**config.mk**
```make
export PLATFORM = sky130hd
export DESIGN_NAME = ifetch_queue_flat
export DESIGN_NICKNAME = d
export VERILOG_FILES = /design/src/rtl/ifetch_queue_pkg.sv /design/src/rtl/ifetch_queue_if.sv /design/src/rtl/ifetch_queue_fetch_fifo.sv /design/src/rtl/ifetch_queue.sv /design/src/flat_wrapper.sv
export SDC_FILE = /design/constraint.sdc
export NUM_CORES = 1
export LEC_CHECK = 0
export BUFFER_PORTS_ARGS = -buffer_cell sky130_fd_sc_hd__clkbuf_2
export CAP_MARGIN = 0
export CORE_ASPECT_RATIO = 0.75
export CORE_MARGIN = 2
export CORE_UTILIZATION = 40
export DETAILED_ROUTE_END_ITERATION = 16
export PLACE_DENSITY = 0.66
export SYNTH_ARGS = -nofsm -noshare
export SYNTH_HDL_FRONTEND = slang
export SYNTH_HIERARCHICAL = 1
export SYNTH_SLANG_ARGS = --single-unit
```
**constraint.sdc**
```tcl
create_clock -name clk -period 7.85 [get_ports clk]
set_input_delay 0.3925 -clock clk [delete_from_list [all_inputs] [get_ports clk]]
set_output_delay 0.3925 -clock clk [all_outputs]
set_load 0.02 [all_outputs]
```
**src/rtl/ifetch_queue_pkg.sv**
```systemverilog
// Shared types and constants for the instruction fetch queue.
//   XLEN / INSTR_WIDTH : address and instruction widths
//   FETCH_ENTRY_W      : width of one {pc, instr} queue entry
//   fetch_entry_t      : packed queue payload
package ifetch_queue_pkg;

    localparam int unsigned XLEN          = 32;
    localparam int unsigned INSTR_WIDTH   = 32;
    localparam int unsigned FETCH_ENTRY_W = XLEN + INSTR_WIDTH;

    localparam logic [XLEN-1:0] RESET_PC_DEFAULT = 32'h0000_0000;

    typedef struct packed {
        logic [XLEN-1:0]        pc;
        logic [INSTR_WIDTH-1:0] instr;
    } fetch_entry_t;

    // Word-align a PC; the low two bits are silently dropped.
    function automatic logic [XLEN-1:0] align_pc(input logic [XLEN-1:0] pc);
        return pc & ~XLEN'(3);
    endfunction

endpackage

```
**src/rtl/ifetch_queue_if.sv**
```systemverilog
// Fetch-stage bus bundle: instruction memory port, redirect request and
// decode handshake.
//   master : the fetch queue (drives imem_pc and the decode head)
//   slave  : the surrounding core (memory, decode, redirect source)
interface ifetch_queue_if;
    import ifetch_queue_pkg::*;

    logic [XLEN-1:0]        imem_pc;
    logic [INSTR_WIDTH-1:0] imem_instr;
    logic                   redirect_valid;
    logic [XLEN-1:0]        redirect_pc;
    logic                   dec_valid;
    logic                   dec_ready;
    logic [XLEN-1:0]        dec_pc;
    logic [INSTR_WIDTH-1:0] dec_instr;

    modport master (
        output imem_pc, dec_valid, dec_pc, dec_instr,
        input  imem_instr, redirect_valid, redirect_pc, dec_ready
    );

    modport slave (
        input  imem_pc, dec_valid, dec_pc, dec_instr,
        output imem_instr, redirect_valid, redirect_pc, dec_ready
    );

endinterface

```
**src/rtl/ifetch_queue_fetch_fifo.sv**
```systemverilog
// Generic synchronous FIFO with push/pop/flush and occupancy count.
//   push_i/wdata_i : write one entry at the tail
//   pop_i          : retire the head entry
//   flush_i        : drop all entries (overrides push and pop)
//   rdata_o        : head entry (combinational read of storage)
//   count_o        : current occupancy, 0..DEPTH
module ifetch_queue_fetch_fifo #(
    parameter int unsigned WIDTH = 64,
    parameter int unsigned DEPTH = 4
) (
    input  logic                     clk,
    input  logic                     rst_n,
    input  logic                     push_i,
    input  logic                     pop_i,
    input  logic                     flush_i,
    input  logic [WIDTH-1:0]         wdata_i,
    output logic [WIDTH-1:0]         rdata_o,
    output logic [$clog2(DEPTH):0]   count_o
);

    localparam int unsigned PTR_W = $clog2(DEPTH);
    localparam int unsigned CNT_W = PTR_W + 1;

    logic [WIDTH-1:0] mem_q [DEPTH];
    logic [PTR_W-1:0] wr_ptr_q, wr_ptr_d;
    logic [PTR_W-1:0] rd_ptr_q, rd_ptr_d;
    logic [CNT_W-1:0] count_q, count_d;

    // Pointer/count next state; pointers wrap naturally at DEPTH.
    always_comb begin
        wr_ptr_d = wr_ptr_q;
        rd_ptr_d = rd_ptr_q;
        count_d  = count_q;
        if (flush_i) begin
            rd_ptr_d = wr_ptr_q;
            count_d  = '0;
        end else begin
            if (push_i) wr_ptr_d = wr_ptr_q + PTR_W'(1);
            if (pop_i)  rd_ptr_d = rd_ptr_q + PTR_W'(1);
            if (push_i && !pop_i)      count_d = count_q + CNT_W'(1);
            else if (pop_i && !push_i) count_d = count_q - CNT_W'(1);
        end
    end

    always_ff @(posedge clk) begin
        if (!rst_n) begin
            wr_ptr_q <= '0;
            rd_ptr_q <= '0;
            count_q  <= '0;
        end else begin
            wr_ptr_q <= wr_ptr_d;
            rd_ptr_q <= rd_ptr_d;
            count_q  <= count_d;
        end
    end

    // Storage needs no reset; occupancy decides what is visible.
    always_ff @(posedge clk) begin
        if (rst_n && push_i && !flush_i) begin
            mem_q[wr_ptr_q] <= wdata_i;
        end
    end

    assign rdata_o = mem_q[rd_ptr_q];
    assign count_o = count_q;

    a_count_bound: assert property (@(posedge clk) disable iff (!rst_n)
        count_q <= CNT_W'(DEPTH));
    a_no_overflow: assert property (@(posedge clk) disable iff (!rst_n)
        !(push_i && !pop_i && !flush_i && count_q == CNT_W'(DEPTH)));
    a_no_underflow: assert property (@(posedge clk) disable iff (!rst_n)
        !(pop_i && !flush_i && count_q == '0));

endmodule

```
**src/rtl/ifetch_queue.sv**
```systemverilog
// Front-end fetch stage: owns the PC, reads instruction memory
// combinationally, queues {pc, instr} pairs and hands them to decode.
//   clk, rst_n : clock and synchronous active-low reset
//   fetch_en   : allow pushes / PC advance
//   bus        : imem port, redirect request, decode valid/ready head
//   q_count    : queue occupancy
module ifetch_queue
    import ifetch_queue_pkg::*;
#(
    parameter logic [XLEN-1:0] RESET_PC = RESET_PC_DEFAULT,
    parameter int unsigned     QDEPTH   = 4
) (
    input  logic                    clk,
    input  logic                    rst_n,
    input  logic                    fetch_en,
    ifetch_queue_if.master          bus,
    output logic [$clog2(QDEPTH):0] q_count
);

    localparam int unsigned CNT_W = $clog2(QDEPTH) + 1;

    logic [XLEN-1:0] pc_q, pc_d;
    logic            push_c;
    logic            pop_c;
    fetch_entry_t    wr_entry;
    fetch_entry_t    head_entry;

    // Redirect suppresses both sides; a full queue may still push when popping.
    assign pop_c  = bus.dec_valid & bus.dec_ready;
    assign push_c = fetch_en & ~bus.redirect_valid
                  & ((q_count < CNT_W'(QDEPTH)) | pop_c);

    always_comb begin
        pc_d = pc_q;
        if (bus.redirect_valid) pc_d = align_pc(bus.redirect_pc);
        else if (push_c)        pc_d = pc_q + XLEN'(4);
    end

    always_ff @(posedge clk) begin
        if (!rst_n) pc_q <= RESET_PC;
        else        pc_q <= pc_d;
    end

    assign wr_entry.pc    = pc_q;
    assign wr_entry.instr = bus.imem_instr;

    ifetch_queue_fetch_fifo #(
        .WIDTH (FETCH_ENTRY_W),
        .DEPTH (QDEPTH)
    ) u_fifo (
        .clk     (clk),
        .rst_n   (rst_n),
        .push_i  (push_c),
        .pop_i   (pop_c),
        .flush_i (bus.redirect_valid),
        .wdata_i (wr_entry),
        .rdata_o (head_entry),
        .count_o (q_count)
    );

    assign bus.imem_pc   = pc_q;
    assign bus.dec_valid = (q_count != '0) & ~bus.redirect_valid;
    assign bus.dec_pc    = head_entry.pc;
    assign bus.dec_instr = head_entry.instr;

    a_pc_aligned: assert property (@(posedge clk) disable iff (!rst_n)
        pc_q[1:0] == 2'b00);

endmodule

```
**src/flat_wrapper.sv**
```systemverilog
// flat-port wrapper written by rule: the top's interface ports become plain ports
module ifetch_queue_flat import ifetch_queue_pkg::*;
#(
    parameter logic [XLEN-1:0] RESET_PC = RESET_PC_DEFAULT,
    parameter int unsigned     QDEPTH   = 4
)
  (clk, rst_n, fetch_en, q_count, bus_imem_pc, bus_dec_valid, bus_dec_pc, bus_dec_instr, bus_imem_instr, bus_redirect_valid, bus_redirect_pc, bus_dec_ready);
  ifetch_queue_if bus_i ();
  input  logic clk;
  input  logic rst_n;
  input  logic fetch_en;
  output logic [$clog2(QDEPTH):0] q_count;
  output wire logic [$bits(bus_i.imem_pc)-1:0] bus_imem_pc;
  output wire logic [$bits(bus_i.dec_valid)-1:0] bus_dec_valid;
  output wire logic [$bits(bus_i.dec_pc)-1:0] bus_dec_pc;
  output wire logic [$bits(bus_i.dec_instr)-1:0] bus_dec_instr;
  input wire logic [$bits(bus_i.imem_instr)-1:0] bus_imem_instr;
  input wire logic [$bits(bus_i.redirect_valid)-1:0] bus_redirect_valid;
  input wire logic [$bits(bus_i.redirect_pc)-1:0] bus_redirect_pc;
  input wire logic [$bits(bus_i.dec_ready)-1:0] bus_dec_ready;
  assign bus_imem_pc = bus_i.imem_pc;
  assign bus_dec_valid = bus_i.dec_valid;
  assign bus_dec_pc = bus_i.dec_pc;
  assign bus_dec_instr = bus_i.dec_instr;
  assign bus_i.imem_instr = bus_imem_instr;
  assign bus_i.redirect_valid = bus_redirect_valid;
  assign bus_i.redirect_pc = bus_redirect_pc;
  assign bus_i.dec_ready = bus_dec_ready;
  ifetch_queue #(.RESET_PC(RESET_PC), .QDEPTH(QDEPTH)) u_core (.clk(clk), .rst_n(rst_n), .fetch_en(fetch_en), .bus(bus_i), .q_count(q_count));
endmodule
```
==> results.py, run 1 <==
metrics = {
    "setup_path": {
        "critPathMaxStageDelay_ns": 0.81,
        "arrival_ns": 2.86,
        "slowest_stage": "buf_4",
        "cp.required_ns": 7.46,
        "path_cells": "buf_4 -> mux4_1 -> clkbuf_2",
        "path_buf_inv": 2,
        "path_class": "flip-flop to output pin",
        "setup.worst_path.end_class": "output pin",
        "worstSetupStartpointType": "flip-flop",
        "critical-path-top-delay-family": "buffers and inverters",
        "cp_max_fo": 46,
    },
    "die": {
        "core_um2": 28100,
        "dieArea_um2": 30000,
        "die_w_um": 199,
        "row_count": 53,
        "start_util": 0.408,
        "ios": 169,
        "die_h_um": 151,
    },
    "pwr": {
        "power_density_nw_per_um2": 242,
        "p_total_mw": 3.26,
        "p_leak_nw": 4.59,
        "ir_drop_mv": 0.172,
    },
    "synth": {
        "synth-seq-cells": 295,
        "dominantRegCellSynth": "edfxtp_1",
        "ys.warnings.count": 6,
        "syn_area_um2": 11500,
        "syn_inst": 594,
        "async_flop_share": 0,
        "synth_area_per_cell_um2": 19.3,
        "synth.distinct_cells": 39,
        "synth-edff-count": 256,
        "synth_seq_area_share": 0.739,
    },
    "timing": {
        "maxSlewViolCount": 0,
        "relSlewSlack": 0.252,
        "worst-slew-pin-transition_ns": 1.12,
        "rsz0062_at_grt": "no",
        "worst_clock_skew_ns": 0.0163,
        "min_period_ns": 3.25,
        "setup_violations": 0,
        "tns_ns": 0,
        "hold_ws_ns": 0.0803,
        "fmax_ghz": 0.308,
        "hold_viol": 0,
        "period_share": 0.414,
    },
    "drt": {
        "ant_nets": 0,
        "drtPass1Iterations": 5,
        "drt_wl_total_mm": 24.2,
        "vias_per_cell": 5.11,
        "via_count": 6025,
        "drc": 0,
        "initialDrtViolationCount": 362,
        "wire_per_inst_um": 20.5,
    },
    "placed_design": {
        "dp_cells": 1127,
        "hpwl_mm": 14.1,
        "port_buffers": 164,
        "placed_area_um2": 12600,
        "routabilityCongestion": 0.732,
    },
    "clock_tree": {
        "clock_latency_ns": 0.54,
        "cts-hold-fix-buffers": 0,
        "cts_buffer_depth": 3,
        "numClockSinks": 295,
        "postCtsSetupBuffers": 0,
        "clk_pin_slew_ns": 0.06,
        "cts.repair.resized": 0,
        "root_buffer": "clkbuf_16",
        "htreeDepth": 1,
        "cts_tree": "done",
        "numCtsBuffers": 29,
    },
    "layout": {
        "postLayoutCellArea_um2": 13500,
        "instances_no_fill": 1179,
        "layout-drive-gt1-share": 0.350,
        "syn2layout_area_growth_pct": 17.7,
        "fin_nets": 849,
    },
    "global_routing": {
        "grt_pass1_wl_mm": 36.7,
        "grtUsageTotal": 0.163,
        "grt_max_degree": 65,
        "grt_remaining_overflow": 0,
        "grt_pass1_vias": 6067,
        "antenna_found_initial": 2,
    },
    "job": {
        "cap_violations": 0,
    },
    "hold_path": {
        "hp-class": "input port to flip-flop",
    },
    "status": {
        "outcome": "finished, final reports clean",
    },
}
[registers in the layout, indices dropped and copies added, names as in the netlist, named ones only]
| signal | cells |
|---|---|
| u_core/bus.imem_pc | 30 |
| u_core/u_fifo/mem_q | 256 |
| u_core/u_fifo/rd_ptr_q | 2 |
| u_core/u_fifo/wr_ptr_q | 2 |
| u_core/u_fifo/count_o | 3 |
[report_power, final]
group	total [mW]	internal [mW]	switching, mW
logic	0.209	0.0883	0.121
registers	1.77	1.73	0.0410
clock network	1.28	0.735	0.548
[cells by family after synthesis]
group,synth area share
xor gates and xnor gates,0.0245
AOI/OAI and AO/OA,0.0261
muxes,0.130
adders and majority gates,0.00830
and+or+nand+nor,0.0496
other,0.000327
buffers and inverters,0.0228
DFF,0.739
[cell usage in the layout, fill, tap and decap left out, types with 13 or more instances in the layout]
| cell | netlist | routed |
|---|---|---|
| edfxtp_1 | 256 | 256 |
| clkbuf_2 | 1 | 164 |
| mux4_2 | 60 | 60 |
| dfxtp_1 | 39 | 37 |
| clkbuf_16 | 0 | 29 |
| o21ai_0 | 29 | 29 |
| xnor2_1 | 24 | 24 |
| a21oi_1 | 22 | 22 |
| nand2_1 | 19 | 19 |
| nor2_1 | 13 | 13 |
| nand3_1 | 13 | 13 |
[through the flow]
stage | worst slack, ns | utilization
floorplan | 4.85 | -
global placement | 5.01 | 0.449
detailed placement | 4.99 | 0.449
CTS | 4.47 | 0.480
global route | 4.31 | 0.480
finish | 4.60 | 0.480
[layout make-up]
cell class | instances | area, um^2
fillers | 2453 | 14600
multi-input cells | 271 | 2790
clock buffers | 40 | 797
clock inverters | 10 | 72.6
inverters | 10 | 37.5
well taps | 385 | 482
repair buffers | 166 | 836
diodes | 2 | 5.00
flip-flops and latches | 295 | 8480
[per-layer routing]
metal / global-route usage / vias up / share of wire
met5: 0 / - / 0
met4: 0.0256 / 0 / 0.013
met3: 0.0455 / 26 / 0.071
met2: 0.254 / 174 / 0.45
met1: 0.235 / 3096 / 0.46
li1: - / 2729 / -
[cells in the mapped netlist, types with 4 or more instances]
cell type    n  area [um^2]
edfxtp_1   256         7690
mux4_2      60         1350
dfxtp_1     39          781
o21ai_0     29          145
xnor2_1     24          210
a21oi_1     22          110
nand2_1     19         71.3
nand3_1     13         65.1
nor2_1      13         48.8
and3_1      10         62.6
inv_1       10         37.5
clkbuf_1     9         33.8
nor3_1       9         45.0
and2_1       8         50.1
xor2_1       8         70.1
buf_2        7         35.0
buf_12       6          120
ha_1         6         75.1
mux4_1       4          105
nand4_1      4         25.0
nor4_1       4         25.0
[worst reg2reg max path, stage by stage (launching register included)]
cell	delay, ns
dfxtp_1	0.35
nand2b_1	0.18
nand2_1	0.14
nor2_1	0.36
and3_4	1.03
[path summary, 6_finish.rpt]
kind                                          startpoint  slack [ns]                          to  cells past startpoint
worst min-delay path                  bus_imem_instr[22]        0.08  u_core/u_fifo/mem_q[3][22]                      1
worst max-delay path                           flip-flop        4.60              bus_dec_pc[20]                      3
worst min register to register  u_core/u_fifo/count_o[2]        0.55    u_core/u_fifo/count_o[2]                      2
worst max register to register  u_core/u_fifo/count_o[2]        5.35  u_core/u_fifo/mem_q[2][13]                      4
No activity file was read; power rests on OpenSTA's default activity.
==> run 2, diff against run 1 <==
--- a/config.mk
+++ b/config.mk
@@ -5,6 +5,7 @@
 export SDC_FILE = /design/constraint.sdc
 export NUM_CORES = 1
 export LEC_CHECK = 0
+export ABC_AREA = 1
 export BUFFER_PORTS_ARGS = -buffer_cell sky130_fd_sc_hd__clkbuf_2
 export CAP_MARGIN = 0
 export CORE_ASPECT_RATIO = 0.75
==> constraint.sdc (replaced) <==
create_clock -name clk -period 3.2 [get_ports clk]
set_input_delay 0.16 -clock clk [delete_from_list [all_inputs] [get_ports clk]]
set_output_delay 0.16 -clock clk [all_outputs]
set_load 0.02 [all_outputs]
==> run 2 against run 1 <==
  * Sequential share of layout area is 6.6 points lower
  * Critical path depth is 2 higher
  * Clock-buffer cell count is 1 lower
  * Cell count is 45% higher
  * Area after synthesis is 6.3% higher
  * Core utilization is 2.1 points higher
  * Synthesized cell count is 77% higher
  * Sequential power is 140% higher
  * Routed wire length is 22% higher
  * Clock power grew to 2.7 times the previous value
  * Clock skew hardly changed
  * Cell area is 12% higher
  * Critical path type unchanged
  * Largest power group unchanged
==> results.py, run 2 <==
metrics = {
    "synth": {
        "netlist_top_cells_count": "edfxtp_1 (256), nor2_1 (163), nand2_1 (120), o21ai_0 (99)",
        "synth_area_per_cell_um2": 11.6,
        "dominantRegCellSynth": "edfxtp_1",
        "synth-seq-cells": 295,
        "ys.warnings.count": 6,
        "synth_top_area_cell": "edfxtp_1",
        "synth.distinct_cells": 35,
        "synth_top_area_share": 0.631,
        "synth_seq_area_share": 0.695,
        "post-synth-top-count-cell": "edfxtp_1",
        "syn_area_um2": 12200,
        "syn_inst": 1051,
        "synth-edff-count": 256,
        "yosys-top-cells-area": "edfxtp_1 (63%), dfxtp_1 (6.4%), nor2_1 (5.0%)",
        "async_flop_share": 0,
    },
    "placed_design": {
        "routabilityCongestion": 0.829,
        "dp_cells": 1583,
        "placed_area_um2": 13400,
        "hpwl_mm": 16.7,
        "port_buffers": 164,
    },
    "layout": {
        "largest_reg_flops": 256,
        "diodes": 0,
        "largest_register": "u_core/u_fifo/mem_q",
        "fin_nets": 1359,
        "postLayoutCellArea_um2": 15100,
        "post-route-util": 0.501,
        "layout_commonest_cell": "edfxtp_1",
        "layout-drive-gt1-share": 0.200,
        "multiInputGateArea_um2": 3170,
        "instances_no_fill": 1706,
        "syn2layout_area_growth_pct": 23.6,
        "fill_cells": 2644,
        "final_cell_mix": "edfxtp_1 (256), clkbuf_2 (164), nor2_1 (159), nand2_1 (120), o21ai_0 (99)",
        "seq_area_um2": 8470,
    },
    "timing": {
        "setup_violations": 0,
        "tns_ns": 0,
        "relSlewSlack": 0.441,
        "min_period_ns": 2.49,
        "fmax_ghz": 0.402,
        "period_share": 0.778,
        "hold_viol": 0,
        "rsz0062_at_grt": "no",
        "worst-slew-pin-transition_ns": 0.834,
        "worst_clock_skew_ns": 0.0166,
        "maxSlewViolCount": 0,
    },
    "drt": {
        "drt_wl_total_mm": 29.4,
        "drc": 0,
        "wire_per_inst_um": 17.3,
        "initialDrtViolationCount": 738,
        "via_count": 8633,
        "drtPass1Iterations": 5,
        "ant_nets": 0,
        "vias_per_cell": 5.06,
    },
    "setup_path": {
        "arrival_ns": 2.33,
        "cp.required_ns": 3.04,
        "path_cells": "inv_4 -> buf_4 -> nor2_1 -> o22ai_1 -> clkbuf_2",
        "setup.worst_path.end_class": "output pin",
        "critPathMaxStageDelay_ns": 0.46,
        "slowest_stage": "inv_4",
        "worstSetupStartpointType": "flip-flop",
        "path_class": "flip-flop to output pin",
        "critical-path-top-delay-family": "buffers and inverters",
        "cp_max_fo": 54,
        "path_buf_inv": 3,
    },
    "die": {
        "ios": 169,
        "dieArea_um2": 31900,
        "row_count": 55,
        "start_util": 0.405,
        "core_um2": 30100,
        "die_h_um": 155,
        "die_w_um": 206,
    },
    "job": {
        "cap_violations": 0,
    },
    "global_routing": {
        "grt_use_met2": 0.293,
        "grt_max_degree": 129,
        "grtUsageTotal": 0.182,
        "grt_use_met3": 0.0295,
        "grt_pass1_wl_mm": 45.5,
        "grt_pass1_vias": 8361,
        "grt_busiest_layer": "met2",
        "grt_remaining_overflow": 0,
        "use_met1": 0.263,
        "antenna_found_initial": 0,
    },
    "clock_tree": {
        "cts.repair.resized": 0,
        "root_buffer": "clkbuf_16",
        "clk_pin_slew_ns": 0.06,
        "numClockSinks": 295,
        "cts_buffer_depth": 3,
        "cts_tree": "done",
        "postCtsSetupBuffers": 0,
        "htreeDepth": 1,
        "clock_latency_ns": 0.55,
        "numCtsBuffers": 30,
    },
    "status": {
        "outcome": "finished, final reports clean",
    },
    "pwr": {
        "p_sw_mw": 2.01,
        "pwr-share-seq": 0.501,
        "p_comb_frac": 0.092,
        "ir_drop_mv": 0.319,
        "p_int_mw": 6.61,
        "p_sw_frac": 0.234,
        "power_density_nw_per_um2": 572,
        "p_leak_nw": 5.46,
        "p_total_mw": 8.62,
        "clkPwrFrac": 0.407,
    },
    "hold_path": {
        "hp-class": "input port to flip-flop",
    },
}
## run 2: cell count changes after synthesis, sizes merged, moves of 10 or more
cell | before | now
and3 | 10 | 0
buf | 17 | 32
clkbuf | 10 | 20
inv | 10 | 68
mux4 | 64 | 0
nand2 | 19 | 130
nand3 | 13 | 40
nor2 | 13 | 178
o21ai | 32 | 163
o22ai | 0 | 64
xnor2 | 24 | 4
## run 2: path summary, 6_finish.rpt
kind / from / end / slack [ns] / cells past startpoint
worst max-delay path: flip-flop / bus_dec_instr[24] / 0.71 / 5
worst min-delay path: fetch_en / u_core/bus.imem_pc[19] / 0.08 / 5
worst min register to register: u_core/u_fifo/count_o[1] / u_core/u_fifo/count_o[1] / 0.52 / 2
worst max register to register: u_core/u_fifo/count_o[2] / u_core/bus.imem_pc[4] / 1.04 / 9
## run 2: area by class of cell
| class | instances | share of cell area |
|---|---|---|
| flip-flops and latches | 295 | 0.562 |
| multi-input cells | 643 | 0.211 |
| repair buffers | 243 | 0.110 |
| clock buffers | 39 | 0.0535 |
| well taps | 399 | 0.0331 |
| inverters | 70 | 0.0176 |
| clock inverters | 17 | 0.0129 |
## run 2: kinds of logic (layout without fill, tap and decap cells)
kind of cell	after synthesis	after routing	synth area share
simple gates	356	356	0.126
compound gates	264	264	0.117
other cells	1	10	0.000308
fa+ha+maj	7	7	0.00780
xor+xnor	6	6	0.00431
buf+inv	122	369	0.0501
flops	295	295	0.695
## run 2: power groups by stage
stage / Combinational (mW) / Clock [mW] / Sequential, mW
global placement: 0.717 / 0 / 4.40
finish: 0.793 / 3.51 / 4.32
CTS: 0.796 / 3.60 / 4.32
floorplan: 0.447 / 0 / 4.39
detailed placement: 0.729 / 0 / 4.40
global route: 0.870 / 3.76 / 4.33
## run 2: metrics by stage
step | setup WS (ns) | hold WS [ns]
global route | 0.540 | 0.0549
detailed placement | 1.10 | 0.378
CTS | 0.670 | 0.0463
finish | 0.710 | 0.0758
global placement | 1.12 | 0.377
floorplan | -0.0877 | 0.258
## run 2: metal layers
layer  wire length (um)  vias to the layer above
li1                   -                     4186
met1              13700                     4142
met2              13400                      276
met3               1890                       29
met4                442                        0
met5                  0                        -
## run 2: worst reg2reg max path: stages (launching register included)
cell and delay (ns):
dfxtp_1 0.38, inv_2 0.07, o21ai_4 0.20, nand2_2 0.32, inv_1 0.33, nand2_1 0.08
nand3_1 0.09, nand2_1 0.04, dlygate4sd3_1 0.55, inv_1 0.05
## run 2: what timing repair did
action	CTS	global route
endpoints found under the setup margin	0	0
endpoints found under the hold margin	164	0
hold buffers	67	0
